`src/rtl/fetch_queue_if.sv`:
```
// Fetch/decode handshake bundle for the instruction prefetch queue.
// Handshake: a transfer happens on a posedge where valid && ready; the producer holds its
// payload stable while valid is high and ready is low, and ready never depends on valid.
interface fetch_queue_if #(
  parameter int DEPTH = 4
) ();
  localparam int PTR_W = $clog2(DEPTH);

  logic             flush;
  logic             in_valid;
  logic             in_ready;
  logic [31:0]      in_instr;
  logic [31:0]      in_pc;
  logic             out_valid;
  logic             out_ready;
  logic [31:0]      out_instr;
  logic [31:0]      out_pc;
  logic [31:0]      out_pc_seq;
  logic [15:0]      out_imm16;
  logic [25:0]      out_addr26;
  logic [PTR_W:0]   count;

  modport slave (
    input  flush, in_valid, in_instr, in_pc, out_ready,
    output in_ready, out_valid, out_instr, out_pc, out_pc_seq, out_imm16, out_addr26, count
  );

  modport master (
    output flush, in_valid, in_instr, in_pc, out_ready,
    input  in_ready, out_valid, out_instr, out_pc, out_pc_seq, out_imm16, out_addr26, count
  );
endinterface

```
`src/rtl/fetch_queue.sv`:
```
// Circular prefetch FIFO of {pc, instr} pairs between fetch and decode, with pre-split
// head fields and a flush that empties the queue on a taken branch or jump.
module fetch_queue #(
  parameter int DEPTH = 4
) (
  input  logic           clk,
  input  logic           reset,
  fetch_queue_if.slave   q
);
  localparam int PTR_W = $clog2(DEPTH);
  localparam int CNT_W = PTR_W + 1;

  logic [63:0]      r_mem [DEPTH];
  logic [PTR_W-1:0] r_wr_ptr;
  logic [PTR_W-1:0] r_rd_ptr;
  logic [CNT_W-1:0] r_count;

  logic             w_empty;
  logic             w_full;
  logic             w_push;
  logic             w_pop;
  logic [63:0]      w_head;
  logic [31:0]      w_out_instr;
  logic [31:0]      w_out_pc;

  assign w_empty = (r_count == '0);
  assign w_full  = (r_count == CNT_W'(DEPTH));

  // in_ready looks only at registered occupancy and flush, so decode cannot reach fetch combinationally.
  assign q.in_ready  = !w_full && !q.flush;
  assign q.out_valid = !w_empty;

  assign w_push = q.in_valid && q.in_ready;
  assign w_pop  = q.out_valid && q.out_ready;

  assign w_head      = r_mem[r_rd_ptr];
  assign w_out_instr = w_empty ? 32'h0 : w_head[31:0];
  assign w_out_pc    = w_empty ? 32'h0 : w_head[63:32];

  assign q.out_instr  = w_out_instr;
  assign q.out_pc     = w_out_pc;
  assign q.out_pc_seq = w_empty ? 32'h0 : w_out_pc + 32'd4;
  assign q.out_imm16  = w_out_instr[15:0];
  assign q.out_addr26 = w_out_instr[25:0];
  assign q.count      = r_count;

  // Storage carries no reset; the empty gating hides stale contents.
  always_ff @(posedge clk) begin
    if (w_push) begin
      r_mem[r_wr_ptr] <= {q.in_pc, q.in_instr};
    end
  end

  always_ff @(posedge clk) begin
    if (reset || q.flush) begin
      r_wr_ptr <= '0;
      r_rd_ptr <= '0;
      r_count  <= '0;
    end else begin
      if (w_push) begin
        r_wr_ptr <= r_wr_ptr + PTR_W'(1);
      end
      if (w_pop) begin
        r_rd_ptr <= r_rd_ptr + PTR_W'(1);
      end
      case ({w_push, w_pop})
        2'b10:   r_count <= r_count + CNT_W'(1);
        2'b01:   r_count <= r_count - CNT_W'(1);
        default: r_count <= r_count;
      endcase
    end
  end
endmodule

```
`src/flat_wrapper.sv`:
```
// flat-port wrapper written by rule: the top's interface ports become plain ports
module fetch_queue_flat 
#(
  parameter int DEPTH = 4
)
  (clk, reset, q_flush, q_in_valid, q_in_instr, q_in_pc, q_out_ready, q_in_ready, q_out_valid, q_out_instr, q_out_pc, q_out_pc_seq, q_out_imm16, q_out_addr26, q_count);
  fetch_queue_if #(.DEPTH(DEPTH)) q_i ();
  input  logic clk;
  input  logic reset;
  input wire logic [$bits(q_i.flush)-1:0] q_flush;
  input wire logic [$bits(q_i.in_valid)-1:0] q_in_valid;
  input wire logic [$bits(q_i.in_instr)-1:0] q_in_instr;
  input wire logic [$bits(q_i.in_pc)-1:0] q_in_pc;
  input wire logic [$bits(q_i.out_ready)-1:0] q_out_ready;
  output wire logic [$bits(q_i.in_ready)-1:0] q_in_ready;
  output wire logic [$bits(q_i.out_valid)-1:0] q_out_valid;
  output wire logic [$bits(q_i.out_instr)-1:0] q_out_instr;
  output wire logic [$bits(q_i.out_pc)-1:0] q_out_pc;
  output wire logic [$bits(q_i.out_pc_seq)-1:0] q_out_pc_seq;
  output wire logic [$bits(q_i.out_imm16)-1:0] q_out_imm16;
  output wire logic [$bits(q_i.out_addr26)-1:0] q_out_addr26;
  output wire logic [$bits(q_i.count)-1:0] q_count;
  assign q_i.flush = q_flush;
  assign q_i.in_valid = q_in_valid;
  assign q_i.in_instr = q_in_instr;
  assign q_i.in_pc = q_in_pc;
  assign q_i.out_ready = q_out_ready;
  assign q_in_ready = q_i.in_ready;
  assign q_out_valid = q_i.out_valid;
  assign q_out_instr = q_i.out_instr;
  assign q_out_pc = q_i.out_pc;
  assign q_out_pc_seq = q_i.out_pc_seq;
  assign q_out_imm16 = q_i.out_imm16;
  assign q_out_addr26 = q_i.out_addr26;
  assign q_count = q_i.count;
  fetch_queue #(.DEPTH(DEPTH)) u_core (.clk(clk), .reset(reset), .q(q_i));
endmodule
```
`config.mk`:
```
export PLATFORM = sky130hd
export DESIGN_NAME = fetch_queue_flat
export DESIGN_NICKNAME = d
export VERILOG_FILES = /design/src/rtl/fetch_queue_if.sv /design/src/rtl/fetch_queue.sv /design/src/flat_wrapper.sv
export SDC_FILE = /design/constraint.sdc
export NUM_CORES = 1
export LEC_CHECK = 0
export ABC_AREA = 1
export BUFFER_PORTS_ARGS = -buffer_cell sky130_fd_sc_hd__buf_2
export CAP_MARGIN = 20
export CORE_MARGIN = 3
export CORE_UTILIZATION = 28
export CTS_BUF_LIST = sky130_fd_sc_hd__clkbuf_8
export DETAILED_ROUTE_END_ITERATION = 7
export HOLD_SLACK_MARGIN = 0.15
export PLACE_DENSITY_LB_ADDON = 0.3
export SLEW_MARGIN = 40
export SYNTH_ARGS = -nofsm -noshare
export SYNTH_HDL_FRONTEND = slang
export SYNTH_SLANG_ARGS = --single-unit
```
`constraint.sdc`:
```
create_clock -name clk -period 9.2 [get_ports clk]
set_clock_uncertainty 0.2 [all_clocks]
set_input_delay 0 -clock clk [delete_from_list [all_inputs] [get_ports clk]]
set_output_delay 0 -clock clk [all_outputs]
set_load 0.01 [all_outputs]
```
After elaboration in Yosys (flattened, before gate mapping)
Memory sizes are Yosys's and may differ from the RTL's. A register that Yosys moved wholly into a read port is not among the register bits.
Cells that the tools add are included.
{ "totals": {"regBits": 7, "memories": 1, "in_bits": 69, "mem_bits_rw": 256, "elab_cells": 29, "out_inout_bits": 143} }
{ "mem_list": {"columns": ["name", "words", "word_bits", "read_ports", "rd_ports_with_merged_regs", "write_ports", "line", "rtl"], "rows": [
  ["u_core.r_mem", 4, 64, 1, 1, 1, "fetch_queue.sv:13", "logic [63:0] r_mem [DEPTH];"]
]} }
{ "op_classes": {"n_addsub": 5, "reduce_logical": 9, "n_mux": 8, "eq_ne": 3} }
{ "ops": {"columns": ["operator", "n"], "rows": [
  ["32-bit 2-to-1 mux", 3],
  ["32-bit by 3-bit adder with 32-bit output, second input constant", 1],
  ["3-bit one-hot mux with 2 select lines", 1],
  ["2-bit by 1-bit adder with 2-bit output, second input constant", 2],
  ["2-bit 2-to-1 mux", 2],
  ["3-bit by 1-bit adder with 3-bit output, second input constant", 1],
  ["3-bit == test, second input constant", 1],
  ["1-bit logical AND", 3],
  ["1-bit logical NOT", 3],
  ["3-bit logical NOT", 1],
  ["3-bit by 1-bit subtractor with 3-bit output, second input constant", 1],
  ["2-bit by 1-bit == test with 1-bit output, second input constant", 1],
  ["2-bit == test, second input constant", 1],
  ["1-bit 2-to-1 mux", 2],
  ["2-bit nonzero test", 1],
  ["1-bit logical OR", 1]
]} }

Depth between registers and ports, before layout
{ "logic_depth": {"ltp_word": 6, "ltp_mapped": 16, "depth_no_buf": 15} }

Least setup slack after synthesis
OpenSTA, ideal clock, no wires.
{ "synth_timing": {"kind": "reg-to-reg", "from": "register u_core.r_count[0], in the netlist u_core.q.count[0]", "to": "memory u_core.r_mem[0][0], enable pin", "arrival_time_ps": 3778, "slack_ps": 4736, "path_stages_with_launch": 5, "period_less_slack_ps": 4464, "setup_ps": 487, "required_ps": 8513, "path_buffers": 0, "path_cell_list": "dfxtp_1 > inv_1 > a31oi_1 > nand2_1 > nor2_1"} }
{ "synth_between": {"elab_chain_cells": 6} }
{ "synth_rtl": {"columns": ["item", "line", "rtl"], "rows": [
  ["from (decl)", "fetch_queue.sv:16", "logic [CNT_W-1:0] r_count;"],
  ["from (signal assigned)", "fetch_queue.sv:67", "2'b10: r_count <= r_count + CNT_W'(1);"],
  ["from (signal assigned)", "fetch_queue.sv:68", "2'b01: r_count <= r_count - CNT_W'(1);"],
  ["from (signal assigned)", "fetch_queue.sv:69", "default: r_count <= r_count;"],
  ["3-bit == test", "fetch_queue.sv:27", "assign w_full = (r_count == CNT_W'(DEPTH));"],
  ["1-bit logical NOT", "fetch_queue.sv:30", "assign q.in_ready = !w_full && !q.flush;"],
  ["1-bit logical AND", "fetch_queue.sv:30", null],
  ["named net q_in_ready", "flat_wrapper.sv:15", "output wire logic [$bits(q_i.in_ready)-1:0] q_in_ready;"],
  ["1-bit logical AND", "fetch_queue.sv:33", "assign w_push = q.in_valid && q.in_ready;"],
  ["1-bit 2-to-1 mux", "fetch_queue.sv:49", "if (w_push) begin"],
  ["1-bit 2-to-1 mux (implied by the code)", "fetch_queue.sv:50", "r_mem[r_wr_ptr] <= {q.in_pc, q.in_instr};"],
  ["to (decl)", "fetch_queue.sv:13", null]
]} }
The timed path passes the listed nets, and every way through them passes these cells.

==> reports/metrics.cfg <==
[sta]
slew_headroom_pct=43.7
worst_slew_pin_slew_ns=0.844
min_period_over_period_pct=43.3
finalWorstSetupSlack_ns=5.22
fin_setup_tns_ns=0
grt_setup_unrepaired=no
hold_viol=0
maxSlewViolCount=0
finalCriticalPeriod_ns=3.98
setup_viol=0
fmax_ghz=0.251

[worst_setup_path]
r2r-end=u_core.q.count[2]
crit_family=simple AND/OR/NAND/NOR gates
critPathKind=reg -> out
reg2regPathDepth=12
rrSetupSlack_ns=6.59
crit_path_start_kind=flip-flop
cpMaxStageDelayCell=dfxtp_4
critical_path.max_stage_delay_ns=0.75
crit_buf_inv=5
worst_ep_arrival_time_ns=3.78
worstPathCellList=buf_6, nand2_1, nand3_1, and2_1, inv_1, nor2_1, ha_1, inv_1, nor3_4, nand2_2, nor2_4, nand2_1, nand2_1, nand3_1, inv_1, buf_2
crit_path_end_kind=output port
path_max_fanout=77
r2r-start=u_core.q.count[0]
critical_path_required_ns=9.00
cp.depth=16

[power_and_ir_drop]
pwr-share-seq_pct=52.2
clockPowerShare_pct=37.7
total_power_uw=2590
worst_ir_drop_vdd_mv=0.111
p_sw_share_pct=24.0
p_switching_uw=620
p_int_uw=1970
p_comb_share_pct=10.0
powerDensity_mw_per_mm2=164
p_leak_uw=0.00648

[detailed_routing]
wl_um=32700
drtIter0Drc=602
wl_per_cell_um=15.5
first_pass_iters=5
ant_nets=0
vias=9087
vias_per_cell=4.31
drcViolationCount=0

[grt]
antenna_found_initial=1
grt_pass1_wl_um=50600
grt_max_degree=132
grt_pass1_vias=8977
grt_overflow_total=0
grt_util_all_layers_pct=13.8

[clocking]
cts_tree=done
cts_buffer_depth=3
cts_buffers=46
h-tree-depth=2
path_clk_slew_ns=0.06
postCtsSetupRepairBufs=0
clk_latency_ns=0.58
cts_num_sinks=265
postCtsResizedCells=0
root_buffer=clkbuf_8

[layout]
drive_above_1_share_pct=23.0
diodes=0
fin_util_pct=36.4
area_growth_pct=27.9
final_cell_area_mm2=0.0158
final_nets=1561

[synthesis]
synthAdderAreaFrac_pct=0.771
synthMuxAreaShare_pct=0
synth_area_per_cell_um2=10.5
synthSimpleGateAreaFrac_pct=21.7
ys_seq_area_share_pct=63.8
ys_top_cells_by_area=edfxtp_1 (62%), nand2_1 (7.6%), nor2_1 (5.8%)
synth_fp_nets=1254
synth_xor_area_share_pct=0.781
yosysWarningCount=0
synth_compound_area_share_pct=4.88
syn-cell-area_mm2=0.0123
syn_inst=1178
ys_ff_latch=265
netlist.area_leader.share_pct=62.4
synth_top_family_by_area=simple AND/OR/NAND/NOR gates
yosysUniqueCellTypes=37
yosys.area.top_type=edfxtp_1

[die]
rows=76
ios=212
die_h_um=216
initial_core_util_pct=28.5
die_width_um=216
die-area_mm2=0.0466
core_area_mm2=0.0433

[placement]
pre_cts_slack_ns=5.53
placed_area_mm2=0.0136
routabilityCongestion=0.827
hpwl_um=19300
portBuffers=211

[hold_path]
hp-class=in -> reg
min-delay-start=q_out_ready
min_path_cells=6
min_to=u_core.r_rd_ptr[0]

[job]
maxCapViolCount=0

[outcome]
outcome=complete, no violations

==> how the worst max path moves through the flow <==
stage / slack (ns) / to / from
2_1_floorplan: 4.74 / u_core.r_mem[0][0] / u_core.q.count[0]
3_3_place_gp: 5.60 / q_out_pc_seq[20] / flip-flop
3_5_place_dp: 5.53 / q_out_pc_seq[20] / flip-flop
4_1_cts: 4.89 / q_out_pc_seq[20] / flip-flop
5_1_grt: 4.87 / q_out_pc_seq[28] / flip-flop
6_report: 5.22 / q_out_pc_seq[20] / flip-flop
==> cell families after synthesis <==
| logic type | Yosys count |
|---|---|
| flops | 265 |
| simple gates | 598 |
| fa+ha+maj | 7 |
| buf+inv | 179 |
| compound gates | 118 |
| xor+xnor | 11 |
==> tightest hold or removal path: cells and delay by family <==
family,cells,cell delay [ns]
buffers and inverters,3,0.70
AND/OR/NAND/NOR,3,0.24
==> state kept, by name (all words and copies together) (netlist names), named ones only <==
name,cells
u_core.q.count,3
u_core.r_mem,256
u_core.r_wr_ptr,2
u_core.r_rd_ptr,2
==> power groups by stage <==
stage / combinational (uW) / clock (uW) / sequential [uW]
global placement: 213 / 0 / 1380
floorplan: 137 / 0 / 1380
CTS: 263 / 1020 / 1350
detailed placement: 216 / 0 / 1380
global route: 288 / 1070 / 1350
finish: 260 / 977 / 1350
==> through the flow <==
step	hold WS, ns	std cells
after floorplan	-0.149	1178
after global placement	0.0122	1886
after detailed placement	0.0171	1886
after CTS	0.159	2106
after global routing	0.252	2106
final	0.221	2106
==> layer usage <==
layer  routed length, um  GRT usage, %  vias up
met5                  13             0        -
met4                 518          4.30        2
met3                1900          2.91       41
met2               15700          23.4      245
met1               14600          17.7     4269
li1                    -             -     4530
==> cell usage after synthesis <==
cell / instances
edfxtp_1: 256
nand2_1: 249
nor2_1: 191
nand3_1: 81
inv_1: 76
o21ai_0: 71
buf_4: 50
a21oi_1: 40
nor2_2: 23
clkbuf_1: 15
nand3_2: 14
buf_2: 13
nand2_2: 13
buf_6: 11
dfxtp_1: 9
nand4_1: 8
nor2_4: 8
xor2_1: 8
buf_1: 6
ha_1: 6
inv_2: 5
nand3_4: 3
nor3b_1: 3
xnor2_1: 3
a211oi_1: 2
nor3_1: 2
o21ai_1: 2
a31oi_1: 1
and2_1: 1
buf_12: 1
buf_8: 1
fa_1: 1
inv_6: 1
nor3_4: 1
o21a_1: 1
o21bai_1: 1
or2_2: 1
==> repair_timing <==
action,4_1_cts,5_1_grt
hold buffers,136,0
setup endpoints to repair,0,0
hold endpoints to repair,266,0
==> cells in the final DEF (no fill, tap or decap), types with 6 or more instances in the layout <==
cell	instances
ha_1	6
o21ai_0	71
clkinv_1	15
nor2_4	12
nor2_1	187
dfxtp_1	7
nand4_1	8
xor2_1	8
clkbuf_8	49
a21oi_1	40
edfxtp_1	256
buf_2	211
nand3_2	14
nor2_2	23
nand2_1	249
nand2_2	13
inv_1	90
nand3_1	81
buf_6	6
inv_2	6
dlygate4sd3_1	136
==> layout make-up <==
cell class | count | area (um^2)
well taps | 585 | 732
fillers | 4362 | 27500
repair buffers | 356 | 2510
multi-input cells | 734 | 3500
clock buffers | 49 | 674
clock inverters | 35 | 165
flip-flops and latches | 265 | 7880
inverters | 82 | 315
(Power assumes the default switching activity.)
